### src/rtl/hit_detector.sv
// rtl/hit_detector.sv - button synchronizer, debouncer and hit/miss verdict stage
module hit_detector #(
    parameter int N_MOLES         = 4,
    parameter int DEBOUNCE_CYCLES = 16
) (
    input  logic               clk,
    input  logic               reset,
    input  logic [N_MOLES-1:0] btn,
    input  logic [N_MOLES-1:0] mole_onehot,
    input  logic               mole_valid,
    output logic               hit,
    output logic               miss,
    output logic [N_MOLES-1:0] btn_db
);

    localparam int CW = (DEBOUNCE_CYCLES > 2) ? $clog2(DEBOUNCE_CYCLES) : 1;
    localparam logic [CW-1:0] CNT_LAST = CW'(DEBOUNCE_CYCLES - 1);

    logic [N_MOLES-1:0] sync1;
    logic [N_MOLES-1:0] sample;
    logic [N_MOLES-1:0] db_next;
    logic [N_MOLES-1:0] press_q;
    logic [N_MOLES-1:0] mole_q;
    logic [CW-1:0]      cnt [N_MOLES];
    logic               locked;
    logic               any_press;
    logic               good;
    logic               hit_d;
    logic               miss_d;
    logic               unlock;

    // The toggle fires on the cycle whose increment would reach DEBOUNCE_CYCLES.
    always_comb begin
        db_next = btn_db;
        for (int i = 0; i < N_MOLES; i++) begin
            if (sample[i] != btn_db[i] && cnt[i] == CNT_LAST)
                db_next[i] = ~btn_db[i];
        end
    end

    always_comb begin
        any_press = |press_q;
        good      = mole_valid && |(press_q & mole_onehot);
        hit_d     = any_press && !locked && good;
        miss_d    = any_press && !locked && !good;
        unlock    = !mole_valid || (mole_onehot != mole_q);
    end

    always_ff @(posedge clk or negedge reset) begin
        if (!reset) begin
            sync1   <= '0;
            sample  <= '0;
            btn_db  <= '0;
            press_q <= '0;
            mole_q  <= '0;
            locked  <= 1'b0;
            hit     <= 1'b0;
            miss    <= 1'b0;
            for (int i = 0; i < N_MOLES; i++)
                cnt[i] <= '0;
        end else begin
            sync1   <= btn;
            sample  <= sync1;
            btn_db  <= db_next;
            press_q <= db_next & ~btn_db;
            mole_q  <= mole_onehot;
            hit     <= hit_d;
            miss    <= miss_d;
            for (int i = 0; i < N_MOLES; i++) begin
                if (sample[i] == btn_db[i] || cnt[i] == CNT_LAST)
                    cnt[i] <= '0;
                else
                    cnt[i] <= cnt[i] + 1'b1;
            end
            // A mole change or disappearance re-arms scoring, even over a fresh hit.
            if (unlock)
                locked <= 1'b0;
            else if (hit_d)
                locked <= 1'b1;
        end
    end

endmodule

### config.mk
export PLATFORM = sky130hd
export DESIGN_NAME = hit_detector
export DESIGN_NICKNAME = d
export VERILOG_FILES = /design/src/rtl/hit_detector.sv
export SDC_FILE = /design/constraint.sdc
export NUM_CORES = 1
export LEC_CHECK = 0
export CORE_MARGIN = 4
export CORE_UTILIZATION = 48
export CTS_CLUSTER_SIZE = 40
export DETAILED_ROUTE_END_ITERATION = 12
export PLACE_DENSITY = 0.77
export SLEW_MARGIN = 15
export SYNTH_ARGS = -nofsm -noshare
export SYNTH_HDL_FRONTEND = slang
export SYNTH_SLANG_ARGS = --single-unit
### constraint.sdc
create_clock -name clk -period 1.1 [get_ports clk]
set_input_delay 0.11 -clock clk [delete_from_list [all_inputs] [get_ports clk]]
set_output_delay 0.11 -clock clk [all_outputs]
set_load 0.05 [all_outputs]
Yosys cells after proc, flatten, opt, wreduce, memory -nomap -nowiden --
Cells that the tools add are included. Widths: inputs -> output; s select.
Cells by class: add/sub/neg operators 4, equality and inequality tests 13, mux-type cells 10, bitwise logic cells 7, reductions and logical operators 19
Operators with widths (count):
- $add 4x1->4 const B | 4
- $eq 4x4->1 const B | 4
- $mux 4 | 4
- $and 4x4->4 | 2
- $logic_and 1x1->1 | 8
- $reduce_or 4->1 | 2
- $mux 1 | 6
- $logic_or 1x1->1 | 5
- $eq 1x1->1 | 4
- $ne 1x1->1 | 4
- $ne 4x4->1 | 1
- $not 1->1 | 4
- $not 4->4 | 1
- $logic_not 1->1 | 3
- $reduce_bool 2->1 | 1
Storage, ports and cells: flip-flop bits (word level) 39, input port bits 11

Depth between registers and ports, before layout --
Gate-level depths: netlist (run 1).
depth in word-level cells 6, gate-level depth with buffers 4, gate-level depth less buffers 4

Worst setup path after synthesis (run 1) --
No wires, ideal clock.
kind reg2reg, start point register btn_db[1], end point register cnt[11] (netlist bit), library setup time 0.071 ns, arrival 1.126 ns, required time 1.029 ns, path slack -0.097 ns, stages on the path, launching flop included 4, buffers on the path 0, period minus slack after synthesis 1.197 ns, path through dfrtp_1 xnor2_1 a31o_2 nor2_1
Between the ends: word-level cells in the longest chain between the ends 3
Ends and longest elaborated chain:
- start: declaration | line 13 | output logic [N_MOLES-1:0] btn_db
- start signal: assignment | line 64 | btn_db <= db_next;
- $eq 1x1->1 | line 70 | if (sample[i] == btn_db[i] || cnt[i] == CNT_LAST)
- $logic_or 1x1->1 | line 70
- $mux 4 | line 70
- end signal: indexed assignment | line 73 | cnt[i] <= cnt[i] + 1'b1;
- end: declaration | line 24 | logic [CW-1:0] cnt [N_MOLES];
No other way between the ends. A chain may end at the register's enable or synchronous reset.

Final worst setup path (run 1) --
start point register press_q[0], end point register locked
Between the ends: word-level cells in the longest chain between the ends 5
Ends and longest elaborated chain:
- start: declaration | line 22 | logic [N_MOLES-1:0] press_q;
- start signal: assignment | line 65 | press_q <= db_next & ~btn_db;
- $and 4x4->4 | line 43 | good = mole_valid && |(press_q & mole_onehot);
- $reduce_or 4->1 | line 43
- $logic_and 1x1->1 | line 43
- $logic_and 1x1->1 * | line 44 | hit_d = any_press && !locked && good;
- net hit_d | line 28 | logic hit_d;
- $reduce_bool 2->1 (no source line) *
- end signal: assignment | line 56 | locked <= 1'b0;
- end signal: assignment | line 77 | locked <= 1'b0;
- end signal: assignment | line 79 | locked <= 1'b1;
- end: declaration | line 25 | logic locked;
Mark *: on every way through the listed nets, which the timed path passes. The rest lies on a longest branch.

==> results.md, run 1 <==
- Initial drt markers: 29
- Buffers added on ports: 16
- Die X: 63.1 µm
- Tmin final: 1.23 ns
- Pin count of the biggest net entering global routing: 40
- YS warnings: 0
- CTS tree: yes
- Hold Path Origin: btn[1]
- CP arrival: between 1 and 1.5 ns
- Initial antenna violation count: 0
- Setup WS post-layout: -0.131 ns
- Clock slew at reported path FFs: 0.11 ns
- P&R area growth vs syn: 42.0%
- Vias in the first global route: 975
- Most common cell after layout, fill and taps aside: dfrtp_1
- Maxcap violations: 0
- Max frequency: 813 MHz
- Critical path origin: press_q[0]
- Row count: 19
- Diodes inserted: 0
- Fillers: between 150 and 200
- Share of layout cells above drive strength 1: 0.401
- Buffer and inverter count on the worst path: 0
- Tcrit/Tclk final: 1.12
- CP Capture Point: locked
- Htree depth: 2
- Total power draw: 2.48 mW
- Multi-input gate area in the final layout: 603 µm²
- Slew at the pin closest to its max-slew limit: 0.243 ns
- Antenna Nets Post-Route: 0
- GRT overflow: 0
- Reg2reg setup slack: -0.13 ns
- Full die area: 3990 µm²
- DRC viols: 0
- Syn nets: 123
- RSZ-0062 raised after global routing: yes
- Critical Path Max Stage Delay: about 0.4 ns
- Die Y: 63.1 µm
- DP HPWL: approximately 1.7 mm
- Starting density of the core: 0.516
- Synth area leaders: dfrtp_1, xnor2_1, nor2_1, xor2_1, ha_1
- Post-synth top area cell: dfrtp_1
- # clock sinks: 39
- Mean post-synth cell area: approximately 14 µm²
- Synth top area share: 0.669
- Pre-Repair DR Iteration Count: 2
- R2r startpoint: press_q[0]
- Clock Skew: 0.00823 ns
- Final hold violations: 0
- Worst Setup Start Kind: flop
- Failing checks: negative setup slack
- FF+latch count, synth: 39
- Setup_tns: -0.150 ns
- Worst VDD drop: 0.000812 V
- Final #Nets: between 150 and 200
- Register area: 981 µm²
- Dpl ws: -0.284 ns
- R2r endpoint: locked
- Vias/cell: approximately 5
- Post-Syn Instances: 108
- Final slew viol count: 0
- Distinct cell type count after synthesis: 18
- Crit-path slowest cell: dfrtp_1
- Run status: finished, violations left
- Pwr/cell area: 1200 nW/µm²
- Drt wl/cell: 13.7 µm
- LEAKAGE: 0.945 nW
- Clock buffer depth: 2
- Rel. slew slack: 0.838
- FF-to-FF path depth: 4
- Wirelength, routed: 2.51 mm
- Worst-path cell chain: nor4_2 > nor2_1 > and3_4 > o2111a_1
- Worst hold path class: input port to flop
- CP required: 1.33 ns
- Total Routing Usage GR: 0.150
- CTS root buffer: clkbuf_4
- IO Pins: 17
- Core Box Area: 2830 µm²
- First-pass GRT wire length: 4.46 mm
- Top delay family on crit path: simple AND/OR/NAND/NOR gates
- Mapped cell area: 1460 µm²
- Gpl congestion: 0.820
- Worst Setup End Kind: flop
- CP Max Fanout: 2
- Sequential share of the synthesized area: 0.669
- Most frequent cells in the layout: dfrtp_1, buf_4, nor2_1
- Levels on crit path: 4
- Vias: 935
- CTS Buf Count: 5
- Final setup viols: 3
- Insertion delay to the later sink of the worst-skew pair: 0.34 ns
- Setup CP Type: flop to flop
-- per-stage QoR --
stage / hold slack, ns / utilization / cell area [µm²] / std cells
after CTS: 0.170 / 0.697 / 1970 / 180
after global placement: 0.0904 / 0.649 / 1840 / 165
after detailed placement: 0.0916 / 0.649 / 1840 / 165
after global routing: 0.159 / 0.732 / 2070 / 183
after floorplan: -0.186 / - / 1490 / 108
final: 0.191 / 0.732 / 2070 / 183
-- layer usage --
layer	share of wire	vias up	GRT usage
met5	0	-	0
met4	0.027	0	0.0909
met3	0.044	6	0.0568
met2	0.49	19	0.229
met1	0.44	461	0.178
li1	-	449	-
-- layout make-up --
| type | instances | area share |
|---|---|---|
| Multi-Input combinational cell | 65 | 0.291 |
| Inverter | 4 | 0.00725 |
| Sequential cell | 39 | 0.473 |
| Tap cell | 31 | 0.0187 |
| Clock buffer | 7 | 0.0217 |
| Clock inverter | 1 | 0.00242 |
| Timing Repair Buffer | 36 | 0.185 |
-- worst min path at each step --
| stage | end | slack [ns] | depth (start not counted) |
|---|---|---|---|
| 2_1_floorplan | btn_db[0] | -0.19 | 0 |
| 3_3_place_gp | mole_q[1] | 0.09 | 2 |
| 3_5_place_dp | mole_q[1] | 0.09 | 2 |
| 4_1_cts | sync1[1] | 0.17 | 1 |
| 5_1_grt | sync1[3] | 0.16 | 1 |
| 6_report | sync1[1] | 0.19 | 1 |
-- flip-flops by register name, summed over array words and instances, names as in the netlist, 4 cells and up --
signal / cells
cnt: 16
btn_db: 4
mole_q: 4
press_q: 4
sample: 4
sync1: 4
-- report_power, final --
group,leakage [nW],switching (mW),internal [mW]
Combinational,0.416,0.106,0.151
Clock,0.0293,0.426,0.249
Sequential,0.500,0.0543,1.49
-- worst reg2reg max path, delay by kind of cell (launching register included) --
family	cells	cell delay, ns
compound gates	1	0.22
simple gates	3	0.49
flops	1	0.41
-- kinds of logic after synthesis --
| logic type | share of synthesized area |
|---|---|
| flops | 0.669 |
| simple gates | 0.118 |
| xor+xnor | 0.0961 |
| compound gates | 0.0412 |
| buf+inv | 0.0103 |
| mux | 0.0309 |
| fa+ha+maj | 0.0343 |
-- synth_stat cells --
library cell,count
a21boi_0,1
a22oi_1,2
a31o_2,3
and3_4,1
dfrtp_1,39
ha_1,4
inv_1,4
mux2_2,4
nand2_1,1
nand2b_1,1
nand3_1,8
nor2_1,17
nor3_1,1
nor3b_1,4
nor4_2,1
o2111a_1,1
xnor2_1,9
xor2_1,7
-- repair_timing --
item	4_1_cts	5_1_grt
setup buffers	6	3
gates resized for setup	6	12
setup endpoints to repair	7	22
endpoints found under the hold margin	39	0
pin swaps	4	5
hold buffers	1	0
No activity file was read; power rests on OpenSTA's default activity.
==> run 2: changes to the inputs <==
--- a/config.mk
+++ b/config.mk
@@ -6,10 +6,10 @@
 export NUM_CORES = 1
 export LEC_CHECK = 0
 export CORE_MARGIN = 4
-export CORE_UTILIZATION = 48
+export CORE_UTILIZATION = 53
 export CTS_CLUSTER_SIZE = 40
 export DETAILED_ROUTE_END_ITERATION = 12
-export PLACE_DENSITY = 0.77
+export PLACE_DENSITY = 0.8
 export SLEW_MARGIN = 15
 export SYNTH_ARGS = -nofsm -noshare
 export SYNTH_HDL_FRONTEND = slang
==> constraint.sdc (replaced) <==
create_clock -name clk -period 1.3 [get_ports clk]
set_input_delay 0.13 -clock clk [delete_from_list [all_inputs] [get_ports clk]]
set_output_delay 0.13 -clock clk [all_outputs]
set_load 0.05 [all_outputs]
==> results.md, run 2 (synthesized netlist as in run 1, its figures left out) <==
- Final setup viols: 0
- Worst Setup End Kind: flop
- LEAKAGE: 0.876 nW
- Worst Setup Start Kind: flop
- RSZ-0062 raised after global routing: yes
- Run status: completed
- Die Y: slightly above 60 µm
- Tmin final: 1.26 ns
- CTS Buf Count: 5
- Register area: 976 µm²
- Worst-path cell chain: nor4_2 > nor2_1 > and3_4 > o2111a_1
- Vias: between 800 and 900
- Share of layout cells above drive strength 1: 0.203
- Max reg flops: 16
- Maxcap violations: 0
- Antenna Nets Post-Route: 0
- Crit-path slowest cell: dfrtp_1
- Final instance count without filler cells: around 170
- Slew at the pin closest to its max-slew limit: 0.489 ns
- # clock sinks: 39
- Fillers: around 170
- Htree depth: 2
- Total Routing Usage GR: 0.175
- Buffers added on ports: 16
- First-pass GRT wire length: 4.31 mm
- Postcts setup bufs: 0
- Area after DPL: approximately 1700 µm²
- Starting density of the core: 0.573
- Final hold violations: 0
- Final #Nets: 152
- Final Instance Area: 1860 µm²
- Post-cts resize count: 0
- Max frequency: 795 MHz
- Drt wl/cell: 14.5 µm
- Gpl congestion: 0.804
- Top reg by flops: cnt
- Worst hold path class: input port to flop
- Vias/cell: 5.20
- DP HPWL: 1.69 mm
- Wirelength, routed: 2.43 mm
- GRT overflow: 0
- IO Pins: 17
- Insertion delay to the later sink of the worst-skew pair: 0.35 ns
- Final slew viol count: 0
- Setup CP Type: flop to flop
- Vias in the first global route: 946
- Full die area: around 3700 µm²
- P&R area growth vs syn: 27.5%
- Most frequent cells in the layout: dfrtp_1, nor2_1, xnor2_1, clkdlybuf4s50_1, nand3_1
- CP arrival: 1.51 ns
- Core Box Area: 2540 µm²
- Initial drt markers: 25
- Pwr/cell area: 1310 nW/µm²
- Multi-input gate area in the final layout: 468 µm²
- Row count: 18
- Most common cell after layout, fill and taps aside: dfrtp_1
- Clock buffer depth: 2
- CTS tree: yes
- CTS root buffer: clkbuf_4
- Initial antenna violation count: 0
- Pin count of the biggest net entering global routing: 24
- Critical Path Max Stage Delay: around 0.41 ns
- Clock slew at reported path FFs: 0.11 ns
- CP Max Fanout: 2
- Worst VDD drop: ~0.0010 V
- CP required: 1.55 ns
- Clock Skew: 0.00844 ns
- DRC viols: 0
- Tcrit/Tclk final: 0.968
- Placed instance count: 159
- Die X: 60.5 µm
- Rel. slew slack: 0.674
- Pre-Repair DR Iteration Count: 3
- Diodes inserted: 0
## run 2: final cells by class
class | count | area share
Clock inverter | 2 | 0.0323
Multi-Input combinational cell | 65 | 0.252
Inverter | 4 | 0.00807
Sequential cell | 39 | 0.525
Timing Repair Buffer | 22 | 0.141
Clock buffer | 6 | 0.0222
Tap cell | 30 | 0.0202
## run 2: final timing paths
kind / from / endpoint / slack, ns / cells after the start
max: press_q[2] / locked / 0.04 / 4
min: btn[2] / sync1[2] / 0.21 / 1
max reg2reg: press_q[2] / locked / 0.04 / 4
min reg2reg: sync1[1] / sample[1] / 0.37 / 0
max in group asynchronous: reset / sample[0] / 0.50 / 3
min in group asynchronous: reset / btn_db[3] / 0.27 / 2
## run 2: routing by layer
layer,GRT usage,vias up,share of wire
met3,0.0936,6,0.068
met1,0.183,430,0.40
met5,0,-,0
met4,0.0836,0,0.026
met2,0.290,19,0.50
li1,-,418,-
## run 2: per-stage QoR
stage | power, mW | hold WS [ns] | setup WS (ns) | utilization | TNS (ns)
floorplan | 1.39 | -0.166 | 0.103 | - | 0
global placement | 1.46 | 0.114 | -0.0295 | 0.687 | -0.0295
detailed placement | 1.47 | 0.119 | -0.0759 | 0.687 | -0.0759
CTS | 2.47 | 0.183 | 0.0329 | 0.731 | 0
global route | 2.55 | 0.164 | -0.0704 | 0.731 | -0.0704
finish | 2.44 | 0.207 | 0.0415 | 0.731 | 0
## run 2: timing repair
item | in CTS | in global routing
hold endpoints to repair | 21 | 0
hold buffers | 1 | 0
setup endpoints to repair | 0 | 1
## run 2: worst max-delay path: cells and delay by family, from the launching register on
| kind | cells | cell delay, ns |
|---|---|---|
| AOI/OAI and AO/OA | 1 | 0.23 |
| and+or+nand+nor | 3 | 0.52 |
| DFF | 1 | 0.41 |
## run 2: where the power goes
part           internal, mW  switching [mW]
Sequential             1.26          0.0341
Combinational        0.0798          0.0765
Clock                 0.600           0.392
Total                  1.94           0.502
==> run 3: changes to the inputs <==
--- a/config.mk
+++ b/config.mk
@@ -5,6 +5,8 @@
 export SDC_FILE = /design/constraint.sdc
 export NUM_CORES = 1
 export LEC_CHECK = 0
+export ABC_CLOCK_PERIOD_IN_PS = 1300
+export CAP_MARGIN = 20
 export CORE_MARGIN = 4
 export CORE_UTILIZATION = 53
 export CTS_CLUSTER_SIZE = 40
==> results of run 3 <==
The final DEF is identical to that of run 2; final timing and power are the same.
